File: config.mk
export PLATFORM = sky130hd
export DESIGN_NAME = shift_add_mul4_flat
export DESIGN_NICKNAME = d
export VERILOG_FILES = /design/src/rtl/shift_add_mul4_pkg.sv /design/src/rtl/shift_add_mul4_if.sv /design/src/rtl/shift_add_mul4_adder_w.sv /design/src/rtl/shift_add_mul4.sv /design/src/flat_wrapper.sv
export SDC_FILE = /design/constraint.sdc
export NUM_CORES = 1
export LEC_CHECK = 0
export ABC_AREA = 1
export ABC_CLOCK_PERIOD_IN_PS = 4250
export CAP_MARGIN = 20
export CORE_UTILIZATION = 55
export CTS_CLUSTER_SIZE = 16
export DETAILED_ROUTE_END_ITERATION = 7
export HOLD_SLACK_MARGIN = 0.05
export PLACE_DENSITY = 0.82
export SETUP_SLACK_MARGIN = 0.02
export SLEW_MARGIN = 20
export SYNTH_ARGS = -nofsm -noshare
export SYNTH_HDL_FRONTEND = slang
export SYNTH_SLANG_ARGS = --single-unit
File: constraint.sdc
create_clock -name clk_i -period 4.25 [get_ports clk_i]
set_clock_uncertainty 0.05 [all_clocks]
set_input_delay 0.6375 -clock clk_i [delete_from_list [all_inputs] [get_ports clk_i]]
set_output_delay 0.6375 -clock clk_i [all_outputs]
set_load 0.005 [all_outputs]
File: src/rtl/shift_add_mul4_pkg.sv
// Shared definitions for the shift-and-add multiplier.
// Holds the default operand width, the controller state encoding and a
// helper that sizes the iteration counter for a given operand width.
package shift_add_mul4_pkg;

  localparam int DEFAULT_WIDTH = 4;

  typedef enum logic [1:0] {
    IDLE = 2'd0,
    CALC = 2'd1,
    FIN  = 2'd2
  } state_e;

  // One extra bit beyond $clog2 so the counter can represent WIDTH itself.
  function automatic int cntWidth(input int width);
    return $clog2(width) + 1;
  endfunction

endpackage

File: src/rtl/shift_add_mul4_if.sv
// Request/result bundle for the shift-and-add multiplier.
//   start_i : request to begin one multiplication (sampled only when idle)
//   a_i     : multiplicand, unsigned, WIDTH bits
//   b_i     : multiplier, unsigned, WIDTH bits
//   busy_o  : high whenever the multiplier is not idle
//   done_o  : one-cycle pulse, p_o valid while high
//   p_o     : unsigned product, 2*WIDTH bits, held between operations
// master drives the request side, slave is the multiplier itself.
interface shift_add_mul4_if #(
  parameter int WIDTH = shift_add_mul4_pkg::DEFAULT_WIDTH
);

  logic                 start_i;
  logic [WIDTH-1:0]     a_i;
  logic [WIDTH-1:0]     b_i;
  logic                 busy_o;
  logic                 done_o;
  logic [2*WIDTH-1:0]   p_o;

  modport master (
    output start_i, a_i, b_i,
    input  busy_o, done_o, p_o
  );

  modport slave (
    input  start_i, a_i, b_i,
    output busy_o, done_o, p_o
  );

endinterface

File: src/rtl/shift_add_mul4_adder_w.sv
// Purely combinational WIDTH-bit ripple adder used by the multiplier datapath.
//   a_i, b_i : WIDTH-bit addends
//   cin_i    : carry in
//   f_o      : WIDTH-bit sum
//   cout_o   : carry out
module adder_w #(
  parameter int WIDTH = shift_add_mul4_pkg::DEFAULT_WIDTH
) (
  input  logic [WIDTH-1:0] a_i,
  input  logic [WIDTH-1:0] b_i,
  input  logic             cin_i,
  output logic [WIDTH-1:0] f_o,
  output logic             cout_o
);

  assign {cout_o, f_o} = {1'b0, a_i} + {1'b0, b_i} + {{WIDTH{1'b0}}, cin_i};

endmodule

File: src/rtl/shift_add_mul4.sv
// Sequential unsigned multiplier using the classic shift-and-add scheme.
// One partial product is accumulated per CALC cycle, so a product takes
// WIDTH cycles of arithmetic plus one FIN cycle that presents DONE.
//   clk_i : rising-edge clock for all state
//   rst_i : synchronous active-high reset, overrides everything
//   bus   : slave side of shift_add_mul4_if (start/a/b in, busy/done/p out)
module shift_add_mul4
  import shift_add_mul4_pkg::*;
#(
  parameter int WIDTH = shift_add_mul4_pkg::DEFAULT_WIDTH
) (
  input  logic                   clk_i,
  input  logic                   rst_i,
  shift_add_mul4_if.slave        bus
);

  localparam int CNT_W = cntWidth(WIDTH);

  state_e               state_q, state_d;
  logic [WIDTH-1:0]     mcand_q, mcand_d;
  logic [WIDTH-1:0]     mplier_q, mplier_d;
  logic [2*WIDTH-1:0]   acc_q, acc_d;
  logic [CNT_W-1:0]     cnt_q, cnt_d;
  logic [2*WIDTH-1:0]   p_q, p_d;

  logic [WIDTH-1:0]     addend;
  logic [WIDTH-1:0]     sum;
  logic                 carry;
  logic [2*WIDTH-1:0]   accNext;
  logic                 acc_lsb_unused;

  // The upper half of the accumulator absorbs the current partial product.
  assign addend = mplier_q[0] ? mcand_q : '0;

  adder_w #(.WIDTH(WIDTH)) u_adder (
    .a_i    (acc_q[2*WIDTH-1:WIDTH]),
    .b_i    (addend),
    .cin_i  (1'b0),
    .f_o    (sum),
    .cout_o (carry)
  );

  // Shift right by one while keeping the adder carry as the new MSB;
  // the accumulator LSB falls off the end by design.
  assign accNext        = {carry, sum, acc_q[WIDTH-1:1]};
  assign acc_lsb_unused = acc_q[0];

  always_ff @(posedge clk_i) begin
    if (rst_i) begin
      state_q  <= IDLE;
      mcand_q  <= '0;
      mplier_q <= '0;
      acc_q    <= '0;
      cnt_q    <= '0;
      p_q      <= '0;
    end else begin
      state_q  <= state_d;
      mcand_q  <= mcand_d;
      mplier_q <= mplier_d;
      acc_q    <= acc_d;
      cnt_q    <= cnt_d;
      p_q      <= p_d;
    end
  end

  always_comb begin
    state_d  = state_q;
    mcand_d  = mcand_q;
    mplier_d = mplier_q;
    acc_d    = acc_q;
    cnt_d    = cnt_q;
    p_d      = p_q;

    case (state_q)
      IDLE: begin
        if (bus.start_i) begin
          mcand_d  = bus.a_i;
          mplier_d = bus.b_i;
          acc_d    = '0;
          cnt_d    = '0;
          state_d  = CALC;
        end
      end

      CALC: begin
        acc_d    = accNext;
        mplier_d = mplier_q >> 1;
        cnt_d    = cnt_q + CNT_W'(1);
        // Last iteration: publish the finished accumulator directly.
        if (cnt_q == CNT_W'(WIDTH - 1)) begin
          p_d     = accNext;
          state_d = FIN;
        end
      end

      FIN: begin
        state_d = IDLE;
      end

      default: begin
        state_d = IDLE;
      end
    endcase
  end

  assign bus.busy_o = (state_q != IDLE);
  assign bus.done_o = (state_q == FIN);
  assign bus.p_o    = p_q;

endmodule

File: src/flat_wrapper.sv
// flat-port wrapper written by rule: the top's interface ports become plain ports
module shift_add_mul4_flat import shift_add_mul4_pkg::*;
#(
  parameter int WIDTH = shift_add_mul4_pkg::DEFAULT_WIDTH
)
  (clk_i, rst_i, bus_start_i, bus_a_i, bus_b_i, bus_busy_o, bus_done_o, bus_p_o);
  shift_add_mul4_if #(.WIDTH(WIDTH)) bus_i ();
  input  logic clk_i;
  input  logic rst_i;
  input wire logic [$bits(bus_i.start_i)-1:0] bus_start_i;
  input wire logic [$bits(bus_i.a_i)-1:0] bus_a_i;
  input wire logic [$bits(bus_i.b_i)-1:0] bus_b_i;
  output wire logic [$bits(bus_i.busy_o)-1:0] bus_busy_o;
  output wire logic [$bits(bus_i.done_o)-1:0] bus_done_o;
  output wire logic [$bits(bus_i.p_o)-1:0] bus_p_o;
  assign bus_i.start_i = bus_start_i;
  assign bus_i.a_i = bus_a_i;
  assign bus_i.b_i = bus_b_i;
  assign bus_busy_o = bus_i.busy_o;
  assign bus_done_o = bus_i.done_o;
  assign bus_p_o = bus_i.p_o;
  shift_add_mul4 #(.WIDTH(WIDTH)) u_core (.clk_i(clk_i), .rst_i(rst_i), .bus(bus_i));
endmodule
==> summary.txt <==
Run status
  • Status: complete, no violations

Worst hold path
  • Min-delay src: u_core.cnt_q[0]
  • HP Class: reg2reg

Global route
  • Largest net degree at the start of global routing: 17
  • Met3 Track Usage GR: 2.78%
  • Global-route wire length before repair: 4.26 mm
  • Grt met1 use: 28.0%
  • GR Overflow Total: 0
  • GR Util All Layers: 23.0%
  • Met2 GRT Util: 39.4%
  • GRT Max-Usage Layer: met2
  • Vias in the first global route: 992
  • Antenna violations before repair: 0

Die
  • Initial Utilization: 60.9%
  • Core Region: 2060 um2
  • I/O Pins: 21
  • Chip height: 49.8 um
  • Die W: 49.8 um
  • Rows: 16
  • Full die area: 2480 um2

STA
  • Setup ws final: 2.17 ns
  • Max-slew headroom: 70.2%
  • Final setup violation count: 0
  • Max Slew Vio Count: 0
  • Worst-Margin Slew: 0.446 ns
  • Fin crit share: 48.9%
  • Unrepaired setup endpoints after global routing: false
  • WHS: 0.418 ns
  • Fin. Hold Viols: 0
  • Post-route setup TNS: 0 ns
  • Fmax: 481 MHz
  • Min Tclk post-route: 2.08 ns

Critical path
  • Critical-path maximum fanout: 3
  • Worst path cell trace: inv_2 > nand2_1 > clkdlybuf4s50_1
  • WP buf/inv: 2
  • Worst r2r src: u_core.mplier_q[0]
  • Slowest cell on crit path: clkdlybuf4s50_1
  • Critical path's top delay family: buffers and inverters
  • Slowest cell delay on critical path: 0.49 ns
  • Critical path startpoint: u_core.state_q[0]
  • Crit. End Element: primary output
  • CP required: 3.56 ns
  • Crit path kind: reg2out
  • CP Launch Type: flop
  • CP arrival: 1.39 ns

Power
  • Switch Pwr: 119 uW
  • Worst-case vdd ir drop: 272 uV
  • Gate power share: 11.9%
  • Register share of total power: 59.8%
  • Pwr per Cell Area: 311 nW/um2
  • Part of the power in the clock network: 28.3%
  • Pint: 349 uW
  • Power, Total: 468 uW
  • Leak: 0.667 nW
  • Net switching fraction of the power: 25.4%

Detailed routing
  • Vias: 1092
  • DRT Wirelength: 2.52 mm
  • Detailed Route Iter0 Violations: 22
  • Routed Antenna Nets: 0
  • Pre-antenna DRT Iters: 4
  • Routed WL per cell: 12.0 um
  • # DRC: 0
  • Vias per cell: 5.22

Logic synthesis
  • Yosys cell types: 23
  • Sequential share of the synthesized area: 44.7%
  • Synthesized Nets: 179
  • Syn Inst Count: 161
  • Synth Warn #: 0
  • Avg Inst Size Synth: 7.79 um2
  • Mapped cell area: 1250 um2
  • Seq cells post-synth: 28

Placement
  • Placed Cells: 205
  • RePlAce Congestion: 0.784
  • Place WS: 1.90 ns
  • Detailed placement HPWL: 1.84 mm
  • Placed Area: 1470 um2
  • Port Buffer Count: 20

CTS
  • # Post-CTS Setup Buffers: 0
  • Reg clk slew, reported paths: 0.15 ns
  • H-tree depth: 1
  • CTS root buffer: clkbuf_4
  • CTS tree: yes
  • CTS sink count: 28
  • Total CTS buffers: 3
  • Worst-Skew Late Latency: 0.34 ns
  • Post-CTS sizing: 0
  • Deepest clock path buffer count: 2
  • CTS Hold Bufs: 0

Finish
  • Commonest non-fill, non-tap cells in the layout: nand2_1 (43), dfxtp_1 (28), clkdlybuf4s50_1 (20), inv_1 (16), a21oi_1 (13)
  • Final core occ: 73.0%
  • Nets: 201
  • Final instance area: 1510 um2
  • Synthesis-to-finish area growth: 19.9%
  • Commonest non-fill, non-tap cell in the layout: nand2_1
  • Number of diodes: 0
  • # fillers: 173
  • Final Non-Filler Cells: 209
  • Share of layout cells above drive strength 1: 8.24%

Flow run
  • Max-cap violations: 0
[layout make-up]
type	instances	area, um2	area share (%)
Sequential cell	28	561	37.2
Timing Repair Buffer	20	200	13.3
Multi-Input combinational cell	109	594	39.5
Tap cell	27	33.8	2.24
Clock buffer	4	36.3	2.41
Inverter	21	80.1	5.32
[metal layers]
metal  vias up  share of wire [%]
met5         -                  0
met4         0                2.6
met3         7                4.0
met2        26                 50
met1       504                 43
li1        555                  -
[Yosys cell counts]
| master | number | area share, % |
|---|---|---|
| dfxtp_1 | 28 | 45 |
| inv_2 | 3 | 0.90 |
| o211a_1 | 3 | 2.4 |
| nor2_1 | 12 | 3.6 |
| nand3_1 | 11 | 4.4 |
| or2_2 | 3 | 1.5 |
| xor2_1 | 1 | 0.70 |
| nand2_1 | 43 | 13 |
| buf_2 | 1 | 0.40 |
| buf_6 | 1 | 0.90 |
| nor2_4 | 1 | 0.90 |
| nand3_4 | 1 | 1.4 |
| a21oi_1 | 13 | 5.2 |
| o21ai_0 | 10 | 4.0 |
| o21a_1 | 1 | 0.60 |
| clkinv_1 | 1 | 0.30 |
| clkbuf_1 | 1 | 0.30 |
| clkinv_2 | 1 | 0.40 |
| fa_1 | 1 | 1.6 |
| ha_1 | 6 | 6.0 |
| a31oi_1 | 1 | 0.50 |
| nand2_4 | 2 | 1.8 |
| inv_1 | 16 | 4.8 |
[state kept, by name (all words and copies together), names as in the netlist]
| name | cells |
|---|---|
| u_core.mcand_q | 4 |
| u_core.acc_q | 7 |
| u_core.mplier_q | 4 |
| u_core.state_q | 2 |
| u_core.bus.p_o | 8 |
| u_core.cnt_q | 3 |
[power groups by stage]
stage	sequential [mW]	combinational (mW)	clock [mW]
4_1_cts	0.280	0.0559	0.134
2_1_floorplan	0.283	0.0372	0
3_3_place_gp	0.285	0.0533	0
6_report	0.280	0.0556	0.132
5_1_grt	0.281	0.0624	0.141
3_5_place_dp	0.285	0.0552	0
[cells by family after synthesis]
group / count (synthesis) / share of synthesized area [%]
simple gates: 73 / 26.4
compound gates: 28 / 12.7
flops: 28 / 44.7
buf+inv: 24 / 7.97
fa+ha+maj: 7 / 7.58
xor+xnor: 1 / 0.698
[worst paths after layout]
kind / end / slack (ns) / depth (start not counted)
max: bus_busy_o / 2.17 / 3
min: u_core.cnt_q[0] / 0.42 / 1
max reg2reg: u_core.acc_q[5] / 2.35 / 8
min reg2reg: u_core.cnt_q[0] / 0.42 / 1
Power figures use the tool's default switching activity.
